File: config.mk
export PLATFORM = sky130hd
export DESIGN_NAME = exec_op_sequencer
export DESIGN_NICKNAME = d
export VERILOG_FILES = /design/src/rtl/exec_op_sequencer.sv
export SDC_FILE = /design/constraint.sdc
export NUM_CORES = 1
export LEC_CHECK = 0
export ABC_AREA = 1
export ABC_CLOCK_PERIOD_IN_PS = 2100
export CORE_MARGIN = 4
export CORE_UTILIZATION = 25
export CTS_CLUSTER_DIAMETER = 30
export DETAILED_ROUTE_END_ITERATION = 8
export MAX_ROUTING_LAYER = met4
export PLACE_DENSITY_LB_ADDON = 0.05
export SLEW_MARGIN = 10
export SYNTH_ARGS = -nofsm -noshare
export SYNTH_HDL_FRONTEND = slang
export SYNTH_SLANG_ARGS = --single-unit
File: constraint.sdc
create_clock -name clk -period 2.1 [get_ports clk]
set_input_delay 0.42 -clock clk [delete_from_list [all_inputs] [get_ports clk]]
set_output_delay 0.42 -clock clk [all_outputs]
set_load 0.005 [all_outputs]
File: src/rtl/exec_op_sequencer.sv
// ---------------------------------------------------------------------------
// exec_op_sequencer
//
// Execute-stage controller that owns the shared ALU and the 3-bit flag
// register. Single-cycle ALU instructions pass straight through to the ALU,
// and the ALU's result and flags are registered one cycle later. MUL is run
// as a DATA_W-iteration shift-add loop on the same ALU. Upstream is stalled
// while the loop runs. A flush discards the instruction being issued and
// aborts any multiply that is in flight.
//
// Ports
//   clk          in   clock, all state updates on the rising edge
//   rst          in   asynchronous, active-high reset
//   issue_valid  in   an instruction is presented this cycle
//   issue_kind   in   00 NOP, 01 ALU, 10 MUL, 11 reserved (treated as NOP)
//   issue_func   in   ALU control code for an ALU instruction
//   op_a         in   operand 1 / multiplicand
//   op_b         in   operand 2 / multiplier
//   flush        in   kill the issuing instruction and any in-flight op
//   stall        out  upstream must hold its instruction
//   alu_ctrl     out  ALU control code
//   alu_in1      out  ALU operand 1
//   alu_in2      out  ALU operand 2
//   alu_result   in   ALU result
//   alu_flag     in   ALU flags, [0]=Z [1]=N [2]=C
//   res_valid    out  one-cycle pulse, result/flags updated by a finished op
//   result       out  registered result, held between ops
//   flags        out  registered flags, held between ops
//
// State table
//   state      | meaning
//   IDLE       | accepting instructions, ALU driven from the issue operands
//   MUL_RUN    | shift-add multiply loop owns the ALU, upstream stalled
// ---------------------------------------------------------------------------
module exec_op_sequencer #(
    parameter int          DATA_W   = 16,
    parameter logic [2:0]  ADD_CODE = 3'b010
) (
    input  logic              clk,
    input  logic              rst,
    input  logic              issue_valid,
    input  logic [1:0]        issue_kind,
    input  logic [2:0]        issue_func,
    input  logic [DATA_W-1:0] op_a,
    input  logic [DATA_W-1:0] op_b,
    input  logic              flush,
    output logic              stall,
    output logic [2:0]        alu_ctrl,
    output logic [DATA_W-1:0] alu_in1,
    output logic [DATA_W-1:0] alu_in2,
    input  logic [DATA_W-1:0] alu_result,
    input  logic [2:0]        alu_flag,
    output logic              res_valid,
    output logic [DATA_W-1:0] result,
    output logic [2:0]        flags
);

    localparam int                CNT_W    = (DATA_W > 2) ? $clog2(DATA_W) : 1;
    localparam logic [CNT_W-1:0]  CNT_LAST = CNT_W'(DATA_W - 1);
    localparam logic [1:0]        KIND_ALU = 2'b01;
    localparam logic [1:0]        KIND_MUL = 2'b10;

    typedef enum logic {
        ST_IDLE    = 1'b0,
        ST_MUL_RUN = 1'b1
    } state_t;

    state_t            state_q,     state_d;
    logic [DATA_W-1:0] acc_q,       acc_d;
    logic [DATA_W-1:0] mcand_q,     mcand_d;
    logic [DATA_W-1:0] mplier_q,    mplier_d;
    logic [CNT_W-1:0]  count_q,     count_d;
    logic [DATA_W-1:0] result_q,    result_d;
    logic [2:0]        flags_q,     flags_d;
    logic              res_valid_q, res_valid_d;

    // Flags produced by a completed multiply: carry is meaningless for a
    // truncated product, so it is always reported as clear.
    logic [2:0]        mul_flags;

    assign mul_flags = {1'b0, alu_result[DATA_W-1], (alu_result == '0)};

    // -----------------------------------------------------------------------
    // State register
    // -----------------------------------------------------------------------
    always_ff @(posedge clk or posedge rst) begin
        if (rst) begin
            state_q     <= ST_IDLE;
            acc_q       <= '0;
            mcand_q     <= '0;
            mplier_q    <= '0;
            count_q     <= '0;
            result_q    <= '0;
            flags_q     <= '0;
            res_valid_q <= 1'b0;
        end else begin
            state_q     <= state_d;
            acc_q       <= acc_d;
            mcand_q     <= mcand_d;
            mplier_q    <= mplier_d;
            count_q     <= count_d;
            result_q    <= result_d;
            flags_q     <= flags_d;
            res_valid_q <= res_valid_d;
        end
    end

    // -----------------------------------------------------------------------
    // Next-state logic
    // -----------------------------------------------------------------------
    always_comb begin
        state_d     = state_q;
        acc_d       = acc_q;
        mcand_d     = mcand_q;
        mplier_d    = mplier_q;
        count_d     = count_q;
        result_d    = result_q;
        flags_d     = flags_q;
        res_valid_d = 1'b0;

        case (state_q)
            ST_IDLE: begin
                // Flush beats issue; NOP and the reserved kind change nothing.
                if (issue_valid && !flush) begin
                    if (issue_kind == KIND_ALU) begin
                        result_d    = alu_result;
                        flags_d     = alu_flag;
                        res_valid_d = 1'b1;
                    end else if (issue_kind == KIND_MUL) begin
                        mcand_d  = op_a;
                        mplier_d = op_b;
                        acc_d    = '0;
                        count_d  = '0;
                        state_d  = ST_MUL_RUN;
                    end
                end
            end

            ST_MUL_RUN: begin
                if (flush) begin
                    // Abort wins even on the final iteration; result and
                    // flags keep whatever the last completed op left there.
                    state_d = ST_IDLE;
                end else begin
                    acc_d    = alu_result;
                    mcand_d  = mcand_q << 1;
                    mplier_d = mplier_q >> 1;
                    count_d  = count_q + CNT_W'(1);
                    // Fixed iteration count, no early exit on a zero
                    // multiplier. Flags are only published with the
                    // product so they always describe a finished op.
                    if (count_q == CNT_LAST) begin
                        result_d    = alu_result;
                        flags_d     = mul_flags;
                        res_valid_d = 1'b1;
                        state_d     = ST_IDLE;
                    end
                end
            end

            default: begin
                state_d = ST_IDLE;
            end
        endcase
    end

    // -----------------------------------------------------------------------
    // Output logic
    // -----------------------------------------------------------------------
    always_comb begin
        stall    = 1'b0;
        alu_ctrl = 3'b000;
        alu_in1  = op_a;
        alu_in2  = op_b;

        if (state_q == ST_MUL_RUN) begin
            stall    = 1'b1;
            alu_ctrl = ADD_CODE;
            alu_in1  = acc_q;
            alu_in2  = mplier_q[0] ? mcand_q : '0;
        end else if (issue_valid && (issue_kind == KIND_ALU)) begin
            alu_ctrl = issue_func;
        end
    end

    assign res_valid = res_valid_q;
    assign result    = result_q;
    assign flags     = flags_q;

endmodule

==> impl_metrics.yaml, run 1 <==
route:
  met2_length_um: 5170
  wl_um: 11100
  vias: 3360
  highest_layer: "met4"
  met1_length_um: 5140
  drc_errors: 0
  vias_per_cell: 4.34
  postRouteAntennaNets: 0
  drt-wirelength-per-cell_um: 14.3
  drt_pass1_iterations: 4
  drt_iter0_markers: 131
  wl_met3_um: 665
power_and_ir_drop:
  p_clk_share_pct: 38.3
  p_seq_share_pct: 39.0
  comb_power_share_pct: 22.7
  vdd_drop_max_uv: 371
  p_int_mw: 3.42
  swShare_pct: 26.6
  p_leak_nw: 2.71
  netSwitchingPower_mw: 1.24
  power.density_nw_per_um2: 835
sta:
  fmax_mhz: 491
  finalCritPeriodShare_pct: 97.0
  relSlewSlack_pct: 73.2
  worst_clock_skew_ns: 0.00532
  worst_pin_slew_ns: 0.402
  finalHoldViolCount: 0
  rsz0062_at_grt: "true"
  fin_crit_ns: 2.04
  setup_viol: 0
  slew_viol_final: 0
clock_tree:
  numCtsBuffers: 9
  cts_root_buffer: "clkbuf_16"
  clk_pin_slew_worst_paths_ns: 0.06
  cts_tree: "built"
  htree_levels: 3
  clock_latency_ns: 0.34
  cts_buffer_depth: 2
  cts.hold.buffers_added: 0
  cts_num_sinks: 73
layout:
  area_growth_pct: 54.1
  multiInputGateArea_um2: 1400
  antenna_cells: 0
  fin_util_pct: 39.7
  drive_gt1_share_pct: 15.3
  fin_nets: 650
  fin_area_um2: 5580
  fill_cells: 1472
  register_area_um2: 1830
  fin_cells: 774
grt:
  overflow: 0
  grt_pass1_vias: 3465
  grt_use_total_pct: 14.4
  grt_max_degree: 74
  grt_pass1_wl_um: 18000
  antenna_found_initial: 0
floorplan:
  rows: 43
  dieArea_um2: 16500
  initial_core_util_pct: 25.8
  core_area_um2: 14000
  ioPinCount: 116
  fp.dieH_um: 128
  die_x_um: 128
min_path:
  hold_path_class: "flop to flop"
  whs_endpoint: "mcand_q[11]"
  hold_start: "mcand_q[11]"
  whs_path_depth: 1
critical_path:
  path_max_fanout: 8
  r2r_end: "result[10]"
  r2r_setup_slack_ns: 0.49
  worstPathArrival_ns: 1.62
  r2r_start: "state_q"
  cp-end-kind: "primary output"
  worst_setup_path_start_kind: "flop"
  path_class: "flop to primary output"
  r2r_cells: 8
  critPathRequiredTime_ns: 1.68
logic_synthesis:
  synth.avg_cell_area_um2: 8.25
  synth-seq-area-share_pct: 50.5
  yosysWarnings: 0
  yosysUniqueCellTypes: 26
  synth_nets: 500
  synth_cells: 439
  syn-cell-area_um2: 3620
  synth-seq-cells: 73
placement:
  hpwl_um: 8320
  portBuffers: 115
  place_area_um2: 5180
  place_inst: 750
  gp_congestion: 0.788
run_status:
  status: "complete, no violations"
job:
  drv_cap: 0
## layout make-up
class | count | area share [%]
flip-flops and latches | 73 | 32.8
repair buffers | 163 | 27.9
multi-input cells | 287 | 25.1
clock buffers | 9 | 4.04
well taps | 180 | 4.04
inverters | 55 | 4.01
clock inverters | 7 | 2.13
## flip-flops by register name, indices dropped and copies added, names as in the netlist
register	flops
count_q	4
state_q	1
mcand_q	16
result	16
res_valid	1
flags	3
mplier_q	16
acc_q	16
## power groups by stage
stage / clock (mW) / combinational (mW) / sequential, mW
after detailed placement: 0 / 1.06 / 1.84
after CTS: 1.83 / 1.07 / 1.82
after floorplan: 0 / 0.483 / 1.82
after global placement: 0 / 1.05 / 1.84
after global routing: 1.89 / 1.19 / 1.85
final: 1.79 / 1.06 / 1.82
## synth_stat cells
master | number | share of area [%]
nand2_4 | 3 | 0.93
buf_2 | 7 | 0.97
o21ai_1 | 10 | 1.4
o21ai_2 | 9 | 2.2
nand2_1 | 125 | 13
inv_1 | 50 | 5.2
nor3_4 | 1 | 0.45
buf_6 | 10 | 3.1
nor2_1 | 11 | 1.1
ha_1 | 1 | 0.35
o21ai_0 | 70 | 9.7
o31ai_1 | 2 | 0.41
nand4_1 | 2 | 0.35
buf_4 | 3 | 0.62
clkbuf_1 | 4 | 0.41
nand2_2 | 2 | 0.35
dfrtp_1 | 73 | 50
o22ai_1 | 5 | 0.86
inv_2 | 2 | 0.21
a21o_1 | 12 | 2.5
o31ai_2 | 1 | 0.35
inv_6 | 1 | 0.24
nor3_1 | 1 | 0.14
inv_4 | 2 | 0.35
nand3_1 | 19 | 2.6
a21oi_1 | 13 | 1.8
## cell usage in the layout, fill, tap and decap left out, drive strengths merged
cell / netlist / final
nand2: 130 / 130
o21ai: 89 / 89
clkdlybuf4s50: 0 / 79
dfrtp: 73 / 73
inv: 55 / 53
buf: 20 / 48
dlygate4sd2: 0 / 33
nand3: 19 / 19
a21oi: 13 / 13
a21o: 12 / 12
nor2: 11 / 11
clkbuf: 4 / 9
o22ai: 5 / 5
clkinvlp: 0 / 4
bufinv: 0 / 3
o31ai: 3 / 3
nand4: 2 / 2
clkdlybuf4s15: 0 / 2
nor3: 2 / 2
clkinv: 0 / 2
ha: 1 / 1
dlymetal6s2s: 0 / 1
## critical path: stages (launching register included)
cell,delay [ns]
dfrtp_2,0.43
buf_4,0.14
buf_4,0.13
buf_12,0.12
nand2_1,0.10
o21ai_1,0.08
dlygate4sd2_1,0.26
## how the worst max path moves through the flow
stage	start	end	slack, ns	cells past startpoint
floorplan	state_q	alu_in2[0]	0.67	4
detailed placement	issue_kind[0]	alu_ctrl[0]	-0.14	6
finish	state_q	alu_in2[2]	0.06	6
global route	state_q	alu_in2[2]	-0.02	6
global placement	issue_kind[0]	alu_ctrl[2]	-0.09	6
CTS	state_q	alu_ctrl[2]	-0.18	5
## layer usage
| metal | global-route usage, % | vias to the layer above |
|---|---|---|
| met5 | - | - |
| met4 | 3.75 | 0 |
| met3 | 4.61 | 7 |
| met2 | 22.2 | 95 |
| met1 | 18.3 | 1549 |
| li1 | - | 1709 |
## logic make-up after synthesis
| group | Yosys count | share of synthesized area (%) |
|---|---|---|
| fa+ha+maj | 1 | 0.346 |
| simple gates | 164 | 18.9 |
| flops | 73 | 50.5 |
| compound gates | 122 | 19.1 |
| buf+inv | 79 | 11.1 |
## through the flow
step	setup TNS, ns	worst slack, ns	hold WS [ns]	power (mW)
after floorplan	0	0.665	0.449	2.31
after global placement	-0.200	-0.0878	0.456	2.89
after detailed placement	-0.279	-0.139	0.462	2.90
after CTS	-0.176	-0.176	0.477	4.73
after global routing	-0.0670	-0.0245	0.491	4.94
final	0	0.0626	0.473	4.66
## repair_timing
item	4_1_cts	5_1_grt
setup buffers	7	1
resized for setup	46	12
setup endpoints to repair	35	12
Note: power is estimated with default switching activity, not from simulation.
==> inputs of run 2 (changes only) <==
CTS_CLUSTER_SIZE = 10   (was not set)
GPL_TIMING_DRIVEN = 0   (was not set)
==> run 2 against run 1 <==
The flow now finishes with violations (negative setup slack). Combinational power barely moved. Cell area decreased by 0.72%. Largest power group unchanged. Sequential share of layout area grew 0.21 points. Die area unchanged. Sequential cell count did not move. Clock power about the same. Worst hold slack got worse by 0.0012 ns. Power is 0.17% lower.
==> impl_metrics.yaml, run 2 (synthesis results as in run 1) <==
sta:
  finalCritPeriodShare_pct: 104
  worst_slack_ns: -0.0886
  fin_crit_ns: 2.19
  rsz0062_at_grt: "true"
  slew_viol_final: 0
  finalHoldViolCount: 0
  relSlewSlack_pct: 63.0
  worst_clock_skew_ns: 0.00555
  fin_setup_tns_ns: -0.0886
  fmax_mhz: 457
  setup_viol: 1
  worst_pin_slew_ns: 0.553
grt:
  grt_pass1_wl_um: 19000
  grt_pass1_vias: 3452
  overflow: 0
  grt_max_degree: 35
  grt_use_total_pct: 15.5
  antenna_found_initial: 0
floorplan:
  core_area_um2: 14000
  fp.dieH_um: 128
  die_x_um: 128
  ioPinCount: 116
  rows: 43
  initial_core_util_pct: 25.8
  dieArea_um2: 16500
power_and_ir_drop:
  p_seq_share_pct: 39.1
  netSwitchingPower_mw: 1.24
  p_leak_nw: 2.73
  power.density_nw_per_um2: 840
  vdd_drop_max_uv: 350
  swShare_pct: 26.6
  comb_power_share_pct: 22.4
  p_clk_share_pct: 38.6
  p_int_mw: 3.42
layout:
  register_area_um2: 1830
  area_growth_pct: 53.0
  antenna_cells: 0
  drive_gt1_share_pct: 13.1
  layout_common_cells: "124 x nand2_1, 80 x clkdlybuf4s50_1, 73 x dfrtp_1, 56 x o21ai_0, 48 x inv_1"
  fin_area_um2: 5540
  final_common_cell: "nand2_1"
  multiInputGateArea_um2: 1430
  fill_cells: 1479
  fin_util_pct: 39.4
  fin_nets: 634
route:
  vias: 3415
  wl_um: 12100
  postRouteAntennaNets: 0
  drt-wirelength-per-cell_um: 16.0
  drt_iter0_markers: 330
  vias_per_cell: 4.51
  drt_pass1_iterations: 4
  drc_errors: 0
run_status:
  status: "finished with violations"
  violations: "negative setup slack"
placement:
  gp_congestion: 0.822
  hpwl_um: 9420
  place_area_um2: 5050
  portBuffers: 115
min_path:
  whs_path_depth: 2
  hold_path_class: "flop to flop"
critical_path:
  r2r_setup_slack_ns: 0.49
  crit_start: "state_q"
  worst_setup_path_start_kind: "flop"
  critPathCapture: "alu_in2[12]"
  r2r_end: "acc_q[9]"
  path_max_fanout: 10
  worstPathArrival_ns: 1.77
  critPathRequiredTime_ns: 1.68
  r2r_start: "state_q"
  r2r_cells: 9
  cp-end-kind: "primary output"
  path_class: "flop to primary output"
clock_tree:
  htree_levels: 3
  numCtsBuffers: 9
  clk_pin_slew_worst_paths_ns: 0.06
  clock_latency_ns: 0.33
  cts_num_sinks: 73
  cts_tree: "built"
  cts_buffer_depth: 2
  cts_root_buffer: "clkbuf_16"
job:
  drv_cap: 0
==> run 2: changes by cell type in the layout (fill, tap and decap cells not counted), sizes merged, moves of 2 or more <==
cell / change
buf: -18
clkbuf: +7
clkinvlp: -2
dlygate4sd2: -15
dlymetal6s2s: +11
==> run 2: metrics by stage <==
stage | std cells | power, mW | hold slack, ns | setup slack (ns)
after global routing | 758 | 4.89 | 0.486 | -0.153
after global placement | 734 | 2.85 | 0.458 | -0.204
after detailed placement | 736 | 2.88 | 0.462 | -0.215
after floorplan | 439 | 2.31 | 0.449 | 0.665
after CTS | 755 | 4.70 | 0.476 | -0.206
final | 758 | 4.65 | 0.472 | -0.0886
==> run 2: worst min-delay path by stage <==
stage | start | endpoint | slack [ns]
2_1_floorplan | mcand_q[10] | mcand_q[10] | 0.45
3_3_place_gp | result[3] | result[3] | 0.46
3_5_place_dp | result[5] | result[5] | 0.46
4_1_cts | result[3] | result[3] | 0.48
5_1_grt | mcand_q[2] | mcand_q[2] | 0.49
6_report | result[3] | result[3] | 0.47
==> run 2: what timing repair did <==
action / in CTS / in global routing
setup endpoints to repair: 35 / 23
endpoints found under the hold margin: 0 / 0
pin swaps: 1 / 1
resized for setup: 56 / 32
setup buffers: 3 / 3
hold buffers: 0 / 0
==> run 2: routing by layer <==
metal / vias up / share of wire, % / track usage (%)
met4: 0 / 1.5 / 5.12
li1: 1691 / - / -
met2: 116 / 45 / 23.0
met5: - / 0 / -
met1: 1595 / 46 / 20.9
met3: 13 / 7.8 / 3.40
==> run 2: layout make-up <==
type | instances | area share (%)
sequential | 73 | 33.0
multi-input combinational | 287 | 25.7
timing repair buffer | 123 | 22.5
buffer | 24 | 4.43
clock buffer | 11 | 4.38
tap | 180 | 4.07
inverter | 55 | 4.02
clock inverter | 5 | 1.85
==> run 2: worst max-delay path, stage by stage, from the launching register on <==
cell             delay [ns]
dfrtp_1                0.39
buf_6                  0.14
inv_6                  0.10
buf_6                  0.15
nand2_1                0.06
o21ai_1                0.08
clkdlybuf4s50_1        0.51
==> run 2: power groups by stage <==
| stage | Combinational (mW) | Clock, mW | Sequential [mW] |
|---|---|---|---|
| global placement | 1.02 | 0 | 1.84 |
| CTS | 1.06 | 1.82 | 1.82 |
| floorplan | 0.483 | 0 | 1.82 |
| detailed placement | 1.04 | 0 | 1.84 |
| finish | 1.04 | 1.79 | 1.82 |
| global route | 1.16 | 1.88 | 1.85 |
==> inputs of run 3 (changes only) <==
ABC_AREA = not set   (was 1)
CAP_MARGIN = 40   (was not set)
TNS_END_PERCENT = 20   (was not set)
==> run 3 against run 2 <==
The flow still finishes with violations (negative setup slack). Count of clock-buffer cells in the layout grew 2. First-iteration DRC count fell by 65%. Global-route usage down 0.35 points. Largest cell class unchanged. Worst hold slack gained 0.0023 ns. Highest routed layer unchanged. Critical path type unchanged.
==> impl_metrics.yaml, run 3 <==
run_status:
  status: "finished with violations"
  violations: "negative setup slack"
critical_path:
  critPathRequiredTime_ns: 1.68
  slowest_stage: "clkdlybuf4s50_1"
  worstPathArrival_ns: 1.76
  cp-end-kind: "primary output"
  path_cells: "buf_4, nor2b_2, a21o_1, clkdlybuf4s50_1"
  r2r_end: "result[5]"
  path_class: "flop to primary output"
  critical_path.top_delay_family: "buffers and inverters"
  r2r_setup_slack_ns: 0.15
  slowest_delay_ns: 0.51
  r2r_start: "state_q"
  r2r_cells: 7
  path_max_fanout: 10
  worst_setup_path_start_kind: "flop"
  crit_buf_inv: 2
grt:
  grt_pass1_wl_um: 18100
  grt_pass1_vias: 3145
  antenna_found_initial: 0
  overflow: 0
  grt_use_total_pct: 15.1
  grt_max_degree: 27
logic_synthesis:
  synth-main-ff-cell: "dfrtp_1"
  synth_cells: 335
  synth-seq-area-share_pct: 52.5
  yosysUniqueCellTypes: 34
  syn-cell-area_um2: 3480
  async_flop_share_pct: 100
  yosysMostFrequentCell: "dfrtp_1"
  synth_edf_count: 0
  synth.avg_cell_area_um2: 10.4
  synth_area_leaders: "dfrtp_1 52%, mux2_2 6.5%, nand2_1 6.4%, o21ai_0 6.3%, mux2i_1 4.3%"
  synth_nets: 396
  yosysWarnings: 0
  yosys.area.top_type: "dfrtp_1"
  synth-seq-cells: 73
  synth.top_cell.area_share_pct: 52.5
  synthTopCellsByCount: "73 x dfrtp_1, 59 x nand2_1, 44 x o21ai_0"
floorplan:
  initial_core_util_pct: 25.9
  fp.dieH_um: 126
  die_x_um: 126
  ioPinCount: 116
  dieArea_um2: 15900
  rows: 42
  core_area_um2: 13500
layout:
  fin_nets: 530
  fin_util_pct: 39.8
  final_common_cell: "clkdlybuf4s50_1"
  layout_common_cells: "95 x clkdlybuf4s50_1, 72 x dfrtp_1, 59 x nand2_1, 44 x o21ai_0, 20 x mux2_2"
  drive_gt1_share_pct: 15.8
  area_growth_pct: 53.8
  antenna_cells: 0
  fill_cells: 1392
  fin_area_um2: 5350
sta:
  finalHoldViolCount: 0
  whs_ns: 0.474
  rsz0062_at_grt: "true"
  slew_viol_final: 0
  worst_slack_ns: -0.0822
  finalCritPeriodShare_pct: 104
  relSlewSlack_pct: 55.0
  worst_pin_slew_ns: 0.670
  setup_viol: 16
  fin_crit_ns: 2.18
  worst_clock_skew_ns: 0.00646
  fmax_mhz: 458
min_path:
  whs_endpoint: "acc_q[7]"
  whs_path_depth: 2
  hold_start: "acc_q[7]"
  hold_path_class: "flop to flop"
clock_tree:
  htree_levels: 3
  clk_pin_slew_worst_paths_ns: 0.05
  numCtsBuffers: 9
  cts.hold.buffers_added: 0
  cts_root_buffer: "clkbuf_16"
  cts_tree: "built"
  clock_latency_ns: 0.33
  cts_buffer_depth: 2
  cts_num_sinks: 73
power_and_ir_drop:
  p_leak_nw: 2.43
  power.density_nw_per_um2: 818
  power_mw: 4.38
  vdd_drop_max_uv: 446
placement:
  hpwl_um: 8740
  gp_congestion: 0.753
  place_ws_ns: -0.504
  portBuffers: 115
  place_area_um2: 4900
route:
  drt_pass1_iterations: 4
  vias: 2962
  wl_um: 11400
  drt_iter0_markers: 116
  drt-wirelength-per-cell_um: 17.5
  vias_per_cell: 4.56
  drc_errors: 0
  postRouteAntennaNets: 0
job:
  drv_cap: 0
run 3: logic make-up (layout without fill, tap and decap cells):
logic type / after synthesis / after routing / synth area share, %
xor gates and xnor gates: 2 / 2 / 0.503
muxes: 48 / 48 / 15.0
AOI/OAI and AO/OA: 88 / 88 / 15.0
buffers and inverters: 27 / 166 / 3.74
DFF: 73 / 73 / 52.5
adders and majority gates: 1 / 1 / 0.359
and+or+nand+nor: 96 / 96 / 12.9
run 3: worst max path at each step:
stage                     start          end  cells after the start
floorplan               state_q  alu_in1[10]                      3
global placement        state_q  alu_in2[14]                      5
detailed placement      state_q  alu_in2[14]                      5
CTS                 issue_valid  alu_ctrl[0]                      4
global route            state_q   alu_in2[0]                      4
finish                  state_q   alu_in2[0]                      4
run 3: what timing repair did:
action,in CTS,in global routing
endpoints found under the setup margin,34,50
pin swaps,3,3
resized for setup,34,32
buffers inserted,4,4
run 3: through the flow:
| step | cells | TNS (ns) |
|---|---|---|
| CTS | 647 | -4.64 |
| finish | 650 | -0.951 |
| floorplan | 335 | 0 |
| global placement | 626 | -28.62 |
| global route | 650 | -2.20 |
| detailed placement | 628 | -17.35 |
run 3: report_power, final:
part           internal, mW  switching [mW]
Clock                 0.950           0.571
Sequential             1.70           0.190
Combinational         0.582           0.389
Total                  3.23            1.15
run 3: per-layer routing:
metal,GRT usage (%),wire (um),vias up
met2,21.8,5060,90
met3,5.38,711,5
li1,-,-,1437
met4,2.65,78,0
met5,-,0,-
met1,20.7,5540,1430
run 3: final cells by class:
class                      count  area [um^2]  share of cell area, %
buffer                        21          140                   2.62
clock buffer                  13          250                   4.67
clock inverter                 3         40.0                  0.748
inverter                       4         23.8                  0.444
multi-input combinational    235         1590                   29.6
sequential                    73         1830                   34.1
tap                          176          220                   4.11
timing repair buffer         125         1270                   23.7
run 3: worst reg2reg max path: cells and delay by family, from the launching register on:
| kind | cells | cell delay [ns] |
|---|---|---|
| muxes | 1 | 0.33 |
| AOI/OAI and AO/OA | 1 | 0.14 |
| and+or+nand+nor | 1 | 0.30 |
| buffers and inverters | 4 | 0.61 |
| DFF | 1 | 0.45 |
